**src/rtl/div_seq.sv**
```systemverilog
// Iterative 32-step restoring divider (DIV/DIVU). Result is ready 33 cycles after the start cycle, or 2 for a zero divisor.
// stallreq_o holds the pipeline while busy; the result is held in END for as long as start_i stays high.
module div_seq #(
    parameter int DATA_W = 32
) (
    input  logic                  clk,
    input  logic                  rst,
    input  logic                  start_i,
    input  logic                  annul_i,
    input  logic                  signed_div_i,
    input  logic [DATA_W-1:0]     opdata1_i,
    input  logic [DATA_W-1:0]     opdata2_i,
    output logic [2*DATA_W-1:0]   result_o,
    output logic                  ready_o,
    output logic                  stallreq_o
);

    localparam int W = DATA_W;

    typedef enum logic [1:0] {
        S_FREE,
        S_BYZERO,
        S_DIVON,
        S_END
    } state_t;

    state_t           state_q, state_d;
    logic [5:0]       cnt_q, cnt_d;
    logic [2*W:0]     work_q, work_d;
    logic [W-1:0]     dvsr_q, dvsr_d;
    logic             q_neg_q, q_neg_d;
    logic             r_neg_q, r_neg_d;
    logic [2*W-1:0]   result_q, result_d;
    logic             ready_q, ready_d;

    logic [W-1:0]     mag1, mag2;
    logic [2*W:0]     shifted, step_res;
    logic [W:0]       trial;
    logic             no_borrow;
    logic [W-1:0]     quo, rem;

    // Operand magnitudes; signs are remembered separately for the final fix-up.
    always_comb begin
        mag1 = (signed_div_i && opdata1_i[W-1]) ? -opdata1_i : opdata1_i;
        mag2 = (signed_div_i && opdata2_i[W-1]) ? -opdata2_i : opdata2_i;
    end

    always_comb begin
        shifted   = work_q << 1;
        no_borrow = shifted[2*W:W] >= {1'b0, dvsr_q};
        trial     = shifted[2*W:W] - {1'b0, dvsr_q};
        step_res  = shifted;
        if (no_borrow) begin
            step_res[2*W:W] = trial;
            step_res[0]     = 1'b1;
        end
        quo = q_neg_q ? -step_res[W-1:0]   : step_res[W-1:0];
        rem = r_neg_q ? -step_res[2*W-1:W] : step_res[2*W-1:W];
    end

    always_comb begin
        state_d    = state_q;
        cnt_d      = cnt_q;
        work_d     = work_q;
        dvsr_d     = dvsr_q;
        q_neg_d    = q_neg_q;
        r_neg_d    = r_neg_q;
        result_d   = result_q;
        ready_d    = ready_q;
        stallreq_o = 1'b0;
        case (state_q)
            S_FREE: begin
                if (start_i && !annul_i) begin
                    stallreq_o = 1'b1;
                    q_neg_d    = signed_div_i && (opdata1_i[W-1] ^ opdata2_i[W-1]);
                    r_neg_d    = signed_div_i && opdata1_i[W-1];
                    dvsr_d     = mag2;
                    work_d     = {{(W+1){1'b0}}, mag1};
                    cnt_d      = '0;
                    state_d    = (opdata2_i == '0) ? S_BYZERO : S_DIVON;
                end
                result_d = '0;
                ready_d  = 1'b0;
            end
            S_BYZERO: begin
                stallreq_o = 1'b1;
                if (annul_i) begin
                    state_d = S_FREE;
                end else begin
                    result_d = '0;
                    ready_d  = 1'b1;
                    state_d  = S_END;
                end
            end
            S_DIVON: begin
                stallreq_o = 1'b1;
                if (annul_i) begin
                    state_d = S_FREE;
                    cnt_d   = '0;
                end else begin
                    work_d = step_res;
                    cnt_d  = cnt_q + 6'd1;
                    // Final step: apply sign fix-up to the freshly computed pair.
                    if (cnt_q == 6'(W-1)) begin
                        cnt_d    = '0;
                        result_d = {rem, quo};
                        ready_d  = 1'b1;
                        state_d  = S_END;
                    end
                end
            end
            S_END: begin
                if (!start_i) begin
                    result_d = '0;
                    ready_d  = 1'b0;
                    state_d  = S_FREE;
                end
            end
            default: state_d = S_FREE;
        endcase
    end

    always_ff @(posedge clk or negedge rst) begin
        if (!rst) begin
            state_q  <= S_FREE;
            cnt_q    <= '0;
            work_q   <= '0;
            dvsr_q   <= '0;
            q_neg_q  <= 1'b0;
            r_neg_q  <= 1'b0;
            result_q <= '0;
            ready_q  <= 1'b0;
        end else begin
            state_q  <= state_d;
            cnt_q    <= cnt_d;
            work_q   <= work_d;
            dvsr_q   <= dvsr_d;
            q_neg_q  <= q_neg_d;
            r_neg_q  <= r_neg_d;
            result_q <= result_d;
            ready_q  <= ready_d;
        end
    end

    assign result_o = result_q;
    assign ready_o  = ready_q;

endmodule

```
**config.mk**
```make
export PLATFORM = sky130hd
export DESIGN_NAME = div_seq
export DESIGN_NICKNAME = d
export VERILOG_FILES = /design/src/rtl/div_seq.sv
export SDC_FILE = /design/constraint.sdc
export NUM_CORES = 1
export LEC_CHECK = 0
export CAP_MARGIN = 15
export CORE_UTILIZATION = 57
export DETAILED_ROUTE_END_ITERATION = 8
export PLACE_DENSITY = 0.81
export SLEW_MARGIN = 20
export SYNTH_ARGS = -nofsm -noshare
export SYNTH_HDL_FRONTEND = slang
export SYNTH_SLANG_ARGS = --single-unit
```
**constraint.sdc**
```tcl
create_clock -name clk -period 8.9 [get_ports clk]
set_input_delay 1.335 -clock clk [delete_from_list [all_inputs] [get_ports clk]]
set_output_delay 1.335 -clock clk [all_outputs]
set_load 0.05 [all_outputs]
```
==> qor.txt, run 1 <==
Setup crit start kind: register
Antenna diodes: 0
GP Congestion: 1.00
crit path max-delay cell type: dfrtp_1
Synth cell types: 76
CP endpoint kind: register
RSZ-0062 raised after global routing: false
Worst Hold Depth: 2
Max FO, Critical Path: 52
area of the core: 20400 µm²
# placed instances: 1830
Clock Path Buffers: 2
Die W: 147 µm
global-route wire length before repair: 52700 µm
Post-synth EDFFs: 0
critical path's top delay family: compound AO/OA/AOI/OAI gates
kind of critical path: reg -> reg
nets: 1692
Primary FF master, synth: dfrtp_1
top post-synthesis cells by area: dfrtp_1, o21ai_0, nand2_1
antenna violations before repair: 0
Final min period: 5.31 ns
Syn Area/Cell: 7.98 µm²
Area Overhead vs Synth: 17.0%
antenna-violating nets left: 0
Final Slew Violations: 0
max frequency: 188 MHz
Die Y-Extent: 147 µm
dpl hpwl: 24500 µm
row cnt: 52
later-pin clock latency in the skew report: 0.44 ns
I/O Buffers: 134
GRT Overall Usage: 30.7%
CTS resizes: 0
PnR worst setup slack: 3.59 ns
commonest non-fill, non-tap cell in the layout: nand2_1
Hold Buf Count CTS: 0
Setup WS pre-CTS: 3.74 ns
cells along the critical path: ha_1, a21oi_1, o21ai_2, a211oi_1, o311ai_1, a21o_1, buf_4, inv_2, buf_4, mux2i_1, ha_1, nand3_1, nor3b_1, mux2i_1, nand3b_1, nand4bb_2, o41ai_2, xnor2_1, o21ai_1
Yosys top cell by area: dfrtp_1
drt total wl: 32600 µm
H-tree depth: 4
clk sinks: 171
hold endpoint: result_o[60]
CTS tree: done
final setup fails: 0
crit share post-route: 59.7%
Clock Skew: 0.0155 ns
gr ovfl total: 0
FF-to-FF path depth: 19
reg2reg start: work_q[53]
final instance area: 14000 µm²
synthesized cell area: 12000 µm²
placed inst area: 13400 µm²
relative slew slack: 26.0%
Residual DRC: 0
num ports: 135
CP required: 9.21 ns
r2r endpoint: result_o[58]
r2r setup slk: 3.59 ns
critical path buffer and inverter count: 3
Synth Instances: 1498
setup TNS: 0 ns
Initial Utilization: 58.5%
Worst path max stage delay: 0.45 ns
HP Class: reg -> reg
root buf cell: clkbuf_16
synthesis warning total: 0
post-synthesis register bit count: 171
CTS Buf Count: 17
Final Non-Filler Cells: 1862
Seq/Total Area, Yosys: 35.8%
Hold Crit Start: result_o[60]
Synth Net Count: 1611
Max Cap Viol: 0
outcome: complete, no violations
Yosys top cell area share: 35.8%
First DRT Iteration DRCs: 1241
fraction of registers with async set/reset: 100%
largest net degree at the start of global routing: 98
first drt pass iteration count: 5
vias in the first global route: 10137
CTS clk-pin slew, worst paths: 0.08 ns
most frequent cells in the layout: nand2_1, o21ai_0, dfrtp_1, clkdlybuf4s50_1, a21oi_1
CP arrival: 5.62 ns
DIE AREA: 21600 µm²
via count: 11186
Worst Tran Pin Value: 1.11 ns
vias per cell: 6.01
postcts setup bufs: 0
layout cells sized above 1: 4.65%
count of final hold-check violations: 0
WL per Instance: 17.5 µm
[synthesized netlist by cell type (32+ instances only)]
| master | number |
|---|---|
| nor2_1 | 94 |
| inv_1 | 61 |
| xnor2_1 | 69 |
| o21ai_0 | 206 |
| dfrtp_1 | 171 |
| nand2_1 | 261 |
| a21oi_1 | 108 |
| nor3_1 | 40 |
| clkbuf_1 | 57 |
| o31ai_1 | 32 |
| xor2_1 | 69 |
| ha_1 | 43 |
[cell type report]
type	instances	area (µm²)
clock buffer	18	439
multi-input combinational	1184	7120
tap	270	338
sequential	171	4280
timing repair buffer	142	1400
clock inverter	14	173
fill	1693	6440
inverter	63	236
[kinds of logic (layout without fill, tap and decap cells)]
logic type / after synthesis / in the layout / synth area share (%)
compound gates: 468 / 468 / 23.2
xor+xnor: 139 / 139 / 10.2
fa+ha+maj: 44 / 44 / 4.67
buf+inv: 143 / 237 / 4.84
flops: 171 / 171 / 35.8
mux: 26 / 26 / 2.24
simple gates: 507 / 507 / 19.0
[worst register-to-register path, cell delays in order (launching register included)]
cell	delay, ns
dfrtp_1	0.45
ha_1	0.43
a21oi_1	0.33
o21ai_2	0.13
a211oi_1	0.28
o311ai_1	0.14
a21o_1	0.18
buf_4	0.27
inv_2	0.10
buf_4	0.45
mux2i_1	0.37
ha_1	0.24
nand3_1	0.10
nor3b_1	0.22
mux2i_1	0.18
nand3b_1	0.24
nand4bb_2	0.41
o41ai_2	0.44
xnor2_1	0.16
o21ai_1	0.07
[worst max path at each step]
| stage | to | cells after the start | slack [ns] | start |
|---|---|---|---|---|
| 2_1_floorplan | result_o[58] | 21 | 4.31 | work_q[34] |
| 3_3_place_gp | result_o[58] | 19 | 3.89 | work_q[37] |
| 3_5_place_dp | result_o[58] | 19 | 3.74 | work_q[37] |
| 4_1_cts | result_o[58] | 19 | 3.70 | work_q[37] |
| 5_1_grt | result_o[58] | 19 | 3.14 | work_q[43] |
| 6_report | result_o[58] | 19 | 3.59 | work_q[53] |
[per-stage QoR]
stage,hold slack [ns],util (%)
6_report,0.480,68.5
3_5_place_dp,0.466,65.5
2_1_floorplan,0.436,-
3_3_place_gp,0.462,65.5
5_1_grt,0.505,68.5
4_1_cts,0.483,68.5
[metal layers]
metal | global-route usage [%] | vias to the layer above | share of wire, %
met5 | 0 | - | 0
met4 | 7.29 | 0 | 1.3
met3 | 5.28 | 31 | 8.0
met2 | 42.9 | 461 | 41
met1 | 48.8 | 5287 | 49
li1 | - | 5407 | -
[registers in the layout, summed over array words and instances, names as in the netlist]
signal    count
r_neg_q       1
ready_o       1
state_q       2
q_neg_q       1
cnt_q         6
work_q       64
dvsr_q       32
result_o     64
Power of run 1 is left out: the tool's default activity adds up to more than one toggle a clock period on the data nets, which glitch-free logic cannot reach.
==> inputs of run 2 (changes only) <==
==> constraint.sdc (replaced) <==
create_clock -name clk -period 5.3 [get_ports clk]
set_input_delay 0.795 -clock clk [delete_from_list [all_inputs] [get_ports clk]]
set_output_delay 0.795 -clock clk [all_outputs]
set_load 0.05 [all_outputs]
==> qor.txt, run 2 (synthesis gave the netlist of run 1 again) <==
largest net degree at the start of global routing: 96
commonest non-fill, non-tap cell in the layout: nand2_1
Initial Utilization: 58.5%
# placed instances: 1831
DIE AREA: 21600 µm²
postcts setup bufs: 0
CTS clk-pin slew, worst paths: 0.07 ns
Worst Tran Pin Value: 1.09 ns
count of final hold-check violations: 0
Die W: 147 µm
num ports: 135
# fillers: 1767
final setup fails: 0
most frequent cells in the layout: nand2_1, o21ai_0, dfrtp_1, clkdlybuf4s50_1, a21oi_1
GRT Overall Usage: 31.1%
Die Y-Extent: 147 µm
Final min period: 4.75 ns
Final Non-Filler Cells: 1863
root buf cell: clkbuf_16
Setup crit start kind: register
RSZ-0062 raised after global routing: false
outcome: complete, no violations
via count: 11211
CTS Buf Count: 17
CP endpoint kind: register
Max FO, Critical Path: 8
row cnt: 52
Clock Path Buffers: 2
CTS tree: done
HP Class: in -> async
Max Cap Viol: 0
CP arrival: 5.06 ns
layout cells sized above 1: 4.58%
Clock Skew: 0.0136 ns
drt total wl: 33100 µm
Area Overhead vs Synth: 16.8%
antenna violations before repair: 0
multi-input logic area: 7120 µm²
later-pin clock latency in the skew report: 0.45 ns
clk sinks: 171
WL per Instance: 17.8 µm
global-route wire length before repair: 52800 µm
First DRT Iteration DRCs: 1103
setup TNS: 0 ns
storage element area: 4280 µm²
area of the core: 20400 µm²
dpl hpwl: 25100 µm
vias in the first global route: 9961
kind of critical path: reg -> reg
I/O Buffers: 134
FF-to-FF path depth: 16
gr ovfl total: 0
vias per cell: 6.02
Hold Buf Count CTS: 0
Final Slew Violations: 0
max frequency: 210 MHz
GP Congestion: 0.914
nets: 1693
crit share post-route: 89.7%
Antenna diodes: 0
antenna-violating nets left: 0
CTS resizes: 0
CP required: 5.60 ns
relative slew slack: 27.0%
H-tree depth: 4
first drt pass iteration count: 6
Residual DRC: 0
-- run 2: metal layers --
metal | global-route usage (%) | share of wire, % | vias to the layer above | wire length, µm
met5 | 0 | 0 | - | 0
met4 | 6.61 | 1.0 | 0 | 341
met3 | 5.96 | 8.4 | 30 | 2770
met2 | 43.5 | 41 | 433 | 13700
met1 | 49.3 | 49 | 5340 | 16300
li1 | - | - | 5408 | -
-- run 2: critical path, cell delays in order (launching register included) --
cell	delay (ns)
dfrtp_1	0.41
ha_1	0.45
nand2_1	0.25
o21ai_1	0.19
a221oi_2	0.32
o31ai_2	0.13
a21o_1	0.22
o21ai_0	0.53
ha_1	0.30
nand3_1	0.10
nor3b_1	0.21
mux2i_1	0.18
nand3b_1	0.24
nand4bb_2	0.40
o41ai_2	0.43
xnor2_1	0.18
o21ai_1	0.09
-- run 2: area by class of cell --
| cell class | count | share of cell area [%] |
|---|---|---|
| Inverter | 63 | 1.69 |
| Tap cell | 270 | 2.42 |
| Clock buffer | 22 | 3.40 |
| Multi-Input combinational cell | 1184 | 51.0 |
| Timing Repair Buffer | 143 | 10.3 |
| Sequential cell | 171 | 30.6 |
| Clock inverter | 10 | 0.582 |
-- run 2: path summary, 6_finish.rpt --
kind | startpoint | to | slack [ns]
max in group asynchronous | rst | dvsr_q[20] | 3.96
min in group clk | result_o[37] | result_o[37] | 0.48
hold / removal | rst | result_o[2] | 0.36
setup reg to reg | work_q[42] | result_o[58] | 0.55
setup / recovery | work_q[42] | result_o[58] | 0.55
hold reg to reg | result_o[37] | result_o[37] | 0.48
-- run 2: metrics by stage --
| stage | hold WS, ns | util (%) | cell area [µm²] | setup WS, ns |
|---|---|---|---|---|
| after floorplan | 0.436 | - | 12000 | 0.708 |
| after global placement | 0.461 | 65.6 | 13400 | 0.788 |
| after detailed placement | 0.467 | 65.6 | 13400 | 0.672 |
| after CTS | 0.411 | 68.3 | 14000 | 0.630 |
| after global routing | 0.423 | 68.3 | 14000 | 0.234 |
| final | 0.363 | 68.3 | 14000 | 0.548 |
Power of run 2 is left out for the same reason.
